[src/rtl/reg_write_arbiter_pkg.sv]
// Shared definitions for the register-bank write arbiter.
//   state_t    : arbiter FSM state (IDLE, WRITE)
//   N_DEFAULT  : default data width of each bank register
//   AW_DEFAULT : default bank address width (bank holds 2**AW registers)
package reg_write_arbiter_pkg;

    typedef enum logic {
        IDLE  = 1'b0,
        WRITE = 1'b1
    } state_t;

    localparam int N_DEFAULT  = 4;
    localparam int AW_DEFAULT = 2;

endpackage

[src/rtl/reg_write_arbiter_rr_pick2.sv]
// Two-way round-robin pick, purely combinational.
//   req_a, req_b : level requests from requester A / B
//   last_was_a   : 1 when A was the most recently granted requester
//   pick_a       : 1 selects A, 0 selects B (meaningful only when valid)
//   valid        : at least one requester is asking
module rr_pick2 (
    input  logic req_a,
    input  logic req_b,
    input  logic last_was_a,
    output logic pick_a,
    output logic valid
);

    assign valid = req_a | req_b;

    // A wins when it is alone, or when both ask and B was served last.
    assign pick_a = req_a & (~req_b | ~last_was_a);

endmodule

[src/rtl/reg_write_arbiter.sv]
// Arbitrates single-register writes from two requesters into a shared bank.
//   clock          : positive-edge clock
//   R              : synchronous active-high reset
//   req_a / req_b  : level write requests, held until granted
//   addr_a/addr_b  : target register index
//   data_a/data_b  : write data
//   gnt_a / gnt_b  : one-cycle grant pulse, registered
//   L              : one-hot bank load enables, registered (zero in IDLE)
//   D              : write data shared by all bank registers, registered
//   busy           : high while the FSM is in WRITE
//
// Handshake: a requester holds req/addr/data until it sees its grant; the
// grant cycle is the write cycle. By the edge that ends the grant cycle the
// requester drops req or presents the next request -- req still high at that
// edge is taken as a fresh request. The bank loads at that same edge.
module reg_write_arbiter
    import reg_write_arbiter_pkg::*;
#(
    parameter int N  = N_DEFAULT,
    parameter int AW = AW_DEFAULT
) (
    input  logic                 clock,
    input  logic                 R,
    input  logic                 req_a,
    input  logic                 req_b,
    input  logic [AW-1:0]        addr_a,
    input  logic [AW-1:0]        addr_b,
    input  logic [N-1:0]         data_a,
    input  logic [N-1:0]         data_b,
    output logic                 gnt_a,
    output logic                 gnt_b,
    output logic [(2**AW)-1:0]   L,
    output logic [N-1:0]         D,
    output logic                 busy
);

    localparam int NREG = 2**AW;
    localparam logic [NREG-1:0] ONE_HOT_BASE = NREG'(1);

    state_t state;
    state_t state_next;
    logic   last_was_a;
    logic   pick_a;
    logic   valid;

    rr_pick2 u_pick (
        .req_a      (req_a),
        .req_b      (req_b),
        .last_was_a (last_was_a),
        .pick_a     (pick_a),
        .valid      (valid)
    );

    // State register.
    always_ff @(posedge clock) begin
        if (R) begin
            state <= IDLE;
        end else begin
            state <= state_next;
        end
    end

    // Next state depends only on whether anyone is asking, from either state.
    always_comb begin
        state_next = IDLE;
        if (valid) begin
            state_next = WRITE;
        end
    end

    // Output flops: everything the WRITE cycle presents is captured at the
    // edge entering WRITE. D keeps its last value through IDLE.
    always_ff @(posedge clock) begin
        if (R) begin
            gnt_a      <= 1'b0;
            gnt_b      <= 1'b0;
            L          <= '0;
            D          <= '0;
            last_was_a <= 1'b0;   // favour A after reset
        end else begin
            gnt_a <= valid & pick_a;
            gnt_b <= valid & ~pick_a;
            L     <= '0;
            if (valid) begin
                last_was_a <= pick_a;
                if (pick_a) begin
                    L <= ONE_HOT_BASE << addr_a;
                    D <= data_a;
                end else begin
                    L <= ONE_HOT_BASE << addr_b;
                    D <= data_b;
                end
            end
        end
    end

    assign busy = (state == WRITE);

endmodule

[config.mk]
export PLATFORM = sky130hd
export DESIGN_NAME = reg_write_arbiter
export DESIGN_NICKNAME = d
export VERILOG_FILES = /design/src/rtl/reg_write_arbiter_pkg.sv /design/src/rtl/reg_write_arbiter_rr_pick2.sv /design/src/rtl/reg_write_arbiter.sv
export SDC_FILE = /design/constraint.sdc
export NUM_CORES = 1
export LEC_CHECK = 0
export ABC_CLOCK_PERIOD_IN_PS = 1800
export BUFFER_PORTS_ARGS = -buffer_cell sky130_fd_sc_hd__clkbuf_2
export CORE_AREA = 3 3 40 42
export DETAILED_ROUTE_END_ITERATION = 10
export DIE_AREA = 0 0 43 45
export GPL_TIMING_DRIVEN = 0
export PLACE_DENSITY = 0.67
export SYNTH_ARGS = -nofsm -noshare
export SYNTH_HDL_FRONTEND = slang
export SYNTH_SLANG_ARGS = --single-unit
[constraint.sdc]
create_clock -name clock -period 1.8 [get_ports clock]
set_input_delay 0.09 -clock clock [delete_from_list [all_inputs] [get_ports clock]]
set_output_delay 0.09 -clock clock [all_outputs]
set_load 0.02 [all_outputs]
# [Word-level counts from Yosys, hierarchy flattened]
# Index checks and enable logic that the tools add are counted.
[classes] n_addsub=0 n_mul=0 div_mod_pow=0 order_cmp=0 n_eq_ne=0 shifts=2 muxes=3 bitwise_logic=9 reduce_logical=1
[ops] operator="4-bit 2-to-1 mux" count=2
[ops] operator="1-bit by 2-bit << shifter with 4-bit output (first input constant)" count=2
[ops] operator="1-bit inverter" count=4
[ops] operator="1-bit AND" count=3
[ops] operator="1-bit OR" count=2
[ops] operator="2-bit OR reduction" count=1
[ops] operator="1-bit 2-to-1 mux" count=1
[word_totals] register_bits=12 latch_bits=0 ramBits=0 romBits=0 input_bits=16 elab_cells=21 memories=0

# [Depth between registers and ports, before layout]
[depth] depth_word=5 ltp_mapped=5 mapped_depth_nobuf=4

# [Modules after synthesis]
# From an unflattened synthesis, not the netlist that was laid out.
[unflattened] cells_unflattened=47 hier_area_um2=470.5
[modules_own_cells] mod="reg_write_arbiter" instances=1 cells_each=45 area_per_inst_um2=456.7 seq_area_each_um2=240.2
[modules_own_cells] mod="rr_pick2" instances=1 cells_each=2 area_per_inst_um2=13.8 seq_area_each_um2=0.0

# [Worst setup path after synthesis]
# OpenSTA, ideal clock, no wires.
[synth_timing] kind="register -> register" from="register last_was_a" to="register D[0]" setup_time_ps=116 arrival_time_ps=842 required_ps=1684 slack_ps=842 stages_incl_launch_ff=5 n_path_buf=1 synth_period_minus_slack_ps=958 path_cell_list="dfxtp_1 > a21bo_1 > buf_6 > mux2i_1 > o21ai_1"
[synth_between] elab_chain_cells=4
[synth_lines] element="start: declaration" line="reg_write_arbiter.sv:42" text="logic last_was_a;"
[synth_lines] element="start signal: assignment" line="reg_write_arbiter.sv:85" text="last_was_a <= pick_a;"
[synth_lines] element="1-bit inverter" line="reg_write_arbiter_rr_pick2.sv:17" text="assign pick_a = req_a & (~req_b | ~last_was_a);"
[synth_lines] element="1-bit OR" line="reg_write_arbiter_rr_pick2.sv:17"
[synth_lines] element="1-bit AND" line="reg_write_arbiter_rr_pick2.sv:17"
[synth_lines] element="4-bit 2-to-1 mux" line="reg_write_arbiter.sv:86" text="if (pick_a) begin"
[synth_lines] element="end signal: assignment" line="reg_write_arbiter.sv:88" text="D <= data_a;"
[synth_lines] element="end signal: assignment" line="reg_write_arbiter.sv:91" text="D <= data_b;"
[synth_lines] element="end: declaration" line="reg_write_arbiter.sv:33" text="output logic [N-1:0] D,"
# Every way passes these cells.
# A chain may end at the register's enable or synchronous reset.

# [Worst setup path in the final report]
[layout_timing] from="register last_was_a" to="register D[3]"
# Same word-level chain as after synthesis.

==> flow_summary.yaml <==
routing:
  routed_wl_um: 918
  wl_per_cell_um: 9.87
  antenna_left: 0
  avgViaCountPerCell: 4.51
  drtPass1Iterations: 3
  via_count: 419
  drc_errors: 0
  drt_iter0_drc: 6
critical_path:
  crit_slowest_cell: "dfxtp_1"
  startpoint_type: "flop"
  reg2reg_slack_ns: 0.75
  max_stage_delay_ns: 0.39
  path_depth: 4
  cp-end-kind: "flop"
  crit_buf_inv: 1
  crit_type: "flop to flop"
  crit_fanout: 9
  cp.arrival_ns: 1.21
  rr_worst_depth: 4
  crit_family: "flip-flops"
  crit_required_ns: 1.97
  path_cells: "a21bo_1, buf_6, mux2i_1, o21ai_1"
grt:
  grt_first_pass_wirelength_um: 1510
  grt_max_degree: 10
  grtUsageTotal_pct: 10.6
  grt_pass1_vias: 383
  antenna_found_initial: 0
  overflow: 0
synthesis:
  synth_warnings: 0
  synth_top_cell_by_area: "dfxtp_1"
  synthDistinctLibCells: 17
  ys_ff_latch: 12
  synth.cell_area_um2: 474
  synth_nets: 64
  syn-instance-count: 48
  synth.area.top_cells: "dfxtp_1, mux2i_1, nand3b_1, buf_6, o21ai_1"
  synth_top_area_share_pct: 50.7
  seq_area_frac_synth_pct: 50.7
  syn_area_per_cell_um2: 9.88
power_and_ir_drop:
  p_int_mw: 0.451
  ir_drop_uv: 585
  switchingPower_mw: 0.150
  comb_power_share_pct: 16.9
  p_leak_nw: 0.321
  seqPwrFrac_pct: 48.3
  p_clk_share_pct: 34.8
  pwr_density_cell_nw_per_um2: 911
  power.share.switching_pct: 25.0
clock_tree:
  post_cts_buffers: 0
  numCtsBuffers: 3
  cts_tree: "built"
  htree_num_levels: 1
  clk_latency_ns: 0.27
  cts_num_sinks: 12
  clk_pin_slew_ns: 0.07
  cts.repair.resized: 0
  cts_root_buffer: "clkbuf_4"
  postCtsHoldBufs: 0
  clock_path_buffers: 2
cells_and_area:
  layout.nets: 95
  syn2layout_area_growth_pct: 39.0
  layout-drive-gt1-share_pct: 43.6
  antenna_cells: 0
  fill_cells: 142
sta:
  rsz0062_at_grt: "no"
  setup_tns_ns: 0
  fmax_mhz: 956
  setup_slack_ns: 0.754
  hold_ws_ns: 0.0274
  maxSlewHeadroom_pct: 69.6
  period_needed_ns: 1.05
  finalSetupViolCount: 0
  maxSlewViolCount: 0
  worstMarginPinSlew_ns: 0.452
  skew_ns: 0.000280
  timing.final.crit_share_pct: 58.1
  hold_violations: 0
outcome:
  status: "finished clean"
placement:
  place_congestion: 0.641
  place_ws_ns: 0.766
  port_buffers: 26
  dp_hpwl_um: 753
die:
  core_um2: 1280
  die_height_um: 45
  die_w_um: 43
  dieArea_um2: 1940
  num_rows: 13
  ios: 27
  initial_core_util_pct: 36.9
run:
  drv_cap: 0
min_path:
  hold_depth: 2
  hp-class: "primary input to flop"
[synth_stat cells]
cell type  number
a211oi_1        1
o21ai_1         4
buf_6           2
clkinv_1        1
or2_1           1
a21boi_2        1
nor3_1          2
a21oi_1         3
dfxtp_1        12
nor3_2          1
nor2_1          4
mux2i_1         4
nand3_1         2
a21bo_1         1
nand3b_1        4
o21a_1          1
nand2_1         4
[cell type report]
cell class                      count  area [um^2]  share of cell area, %
Buffer                              2         22.5                   3.42
Inverter                            1         3.75                  0.569
Timing Repair Buffer               26          130                   19.7
Tap cell                           15         18.8                   2.85
Clock buffer                        4         36.3                   5.50
Multi-Input combinational cell     33          208                   31.5
Sequential cell                    12          240                   36.4
[logic make-up (layout without fill, tap and decap cells)]
family,Yosys count,count (layout),synth area share [%]
and+or+nand+nor,18,18,20.3
muxes,4,4,8.44
DFF,12,12,50.7
buffers and inverters,3,33,5.54
AOI/OAI and AO/OA,11,11,15.0
[layer usage]
metal | routed length, um | GRT usage (%) | up-vias
met3 | 112 | 3.98 | 0
met1 | 413 | 12.6 | 166
met2 | 391 | 16.8 | 24
li1 | - | - | 229
met5 | 0 | 0 | -
met4 | 0 | 5.42 | 0
[state kept, by name, summed over array words and instances, names as in the netlist]
register and cells:
gnt_a 1, L 4, gnt_b 1, last_was_a 1, busy 1, D 4
[through the flow]
step / instance area (um^2) / utilization, % / total power, mW / std cells
after floorplan: 474 / - / 0.356 / 48
after global placement: 623 / 48.5 / 0.398 / 89
after detailed placement: 623 / 48.5 / 0.400 / 89
after CTS: 659 / 51.3 / 0.614 / 93
after global routing: 659 / 51.3 / 0.640 / 93
final: 659 / 51.3 / 0.601 / 93
[power by group through the flow]
stage	registers, mW	logic [mW]	clock network [mW]
global route	0.292	0.112	0.235
finish	0.290	0.101	0.209
floorplan	0.315	0.0409	0
detailed placement	0.296	0.103	0
CTS	0.290	0.103	0.220
global placement	0.296	0.102	0
[cells in the final DEF (no fill, tap or decap), types with 2 or more instances in the layout]
master | Yosys | layout
clkbuf_2 | 0 | 26
dfxtp_1 | 12 | 12
nor2_1 | 4 | 4
mux2i_1 | 4 | 4
nand2_1 | 4 | 4
o21ai_1 | 4 | 4
nand3b_1 | 4 | 4
a21oi_1 | 3 | 3
clkbuf_4 | 0 | 3
buf_6 | 2 | 2
nor3_1 | 2 | 2
nand3_1 | 2 | 2
[final timing paths]
kind	from	end
worst min register to register	D[3]	D[3]
worst min-delay path	R	gnt_a
worst max-delay path	last_was_a	D[3]
worst max register to register	last_was_a	D[3]
(Power assumes the default switching activity.)
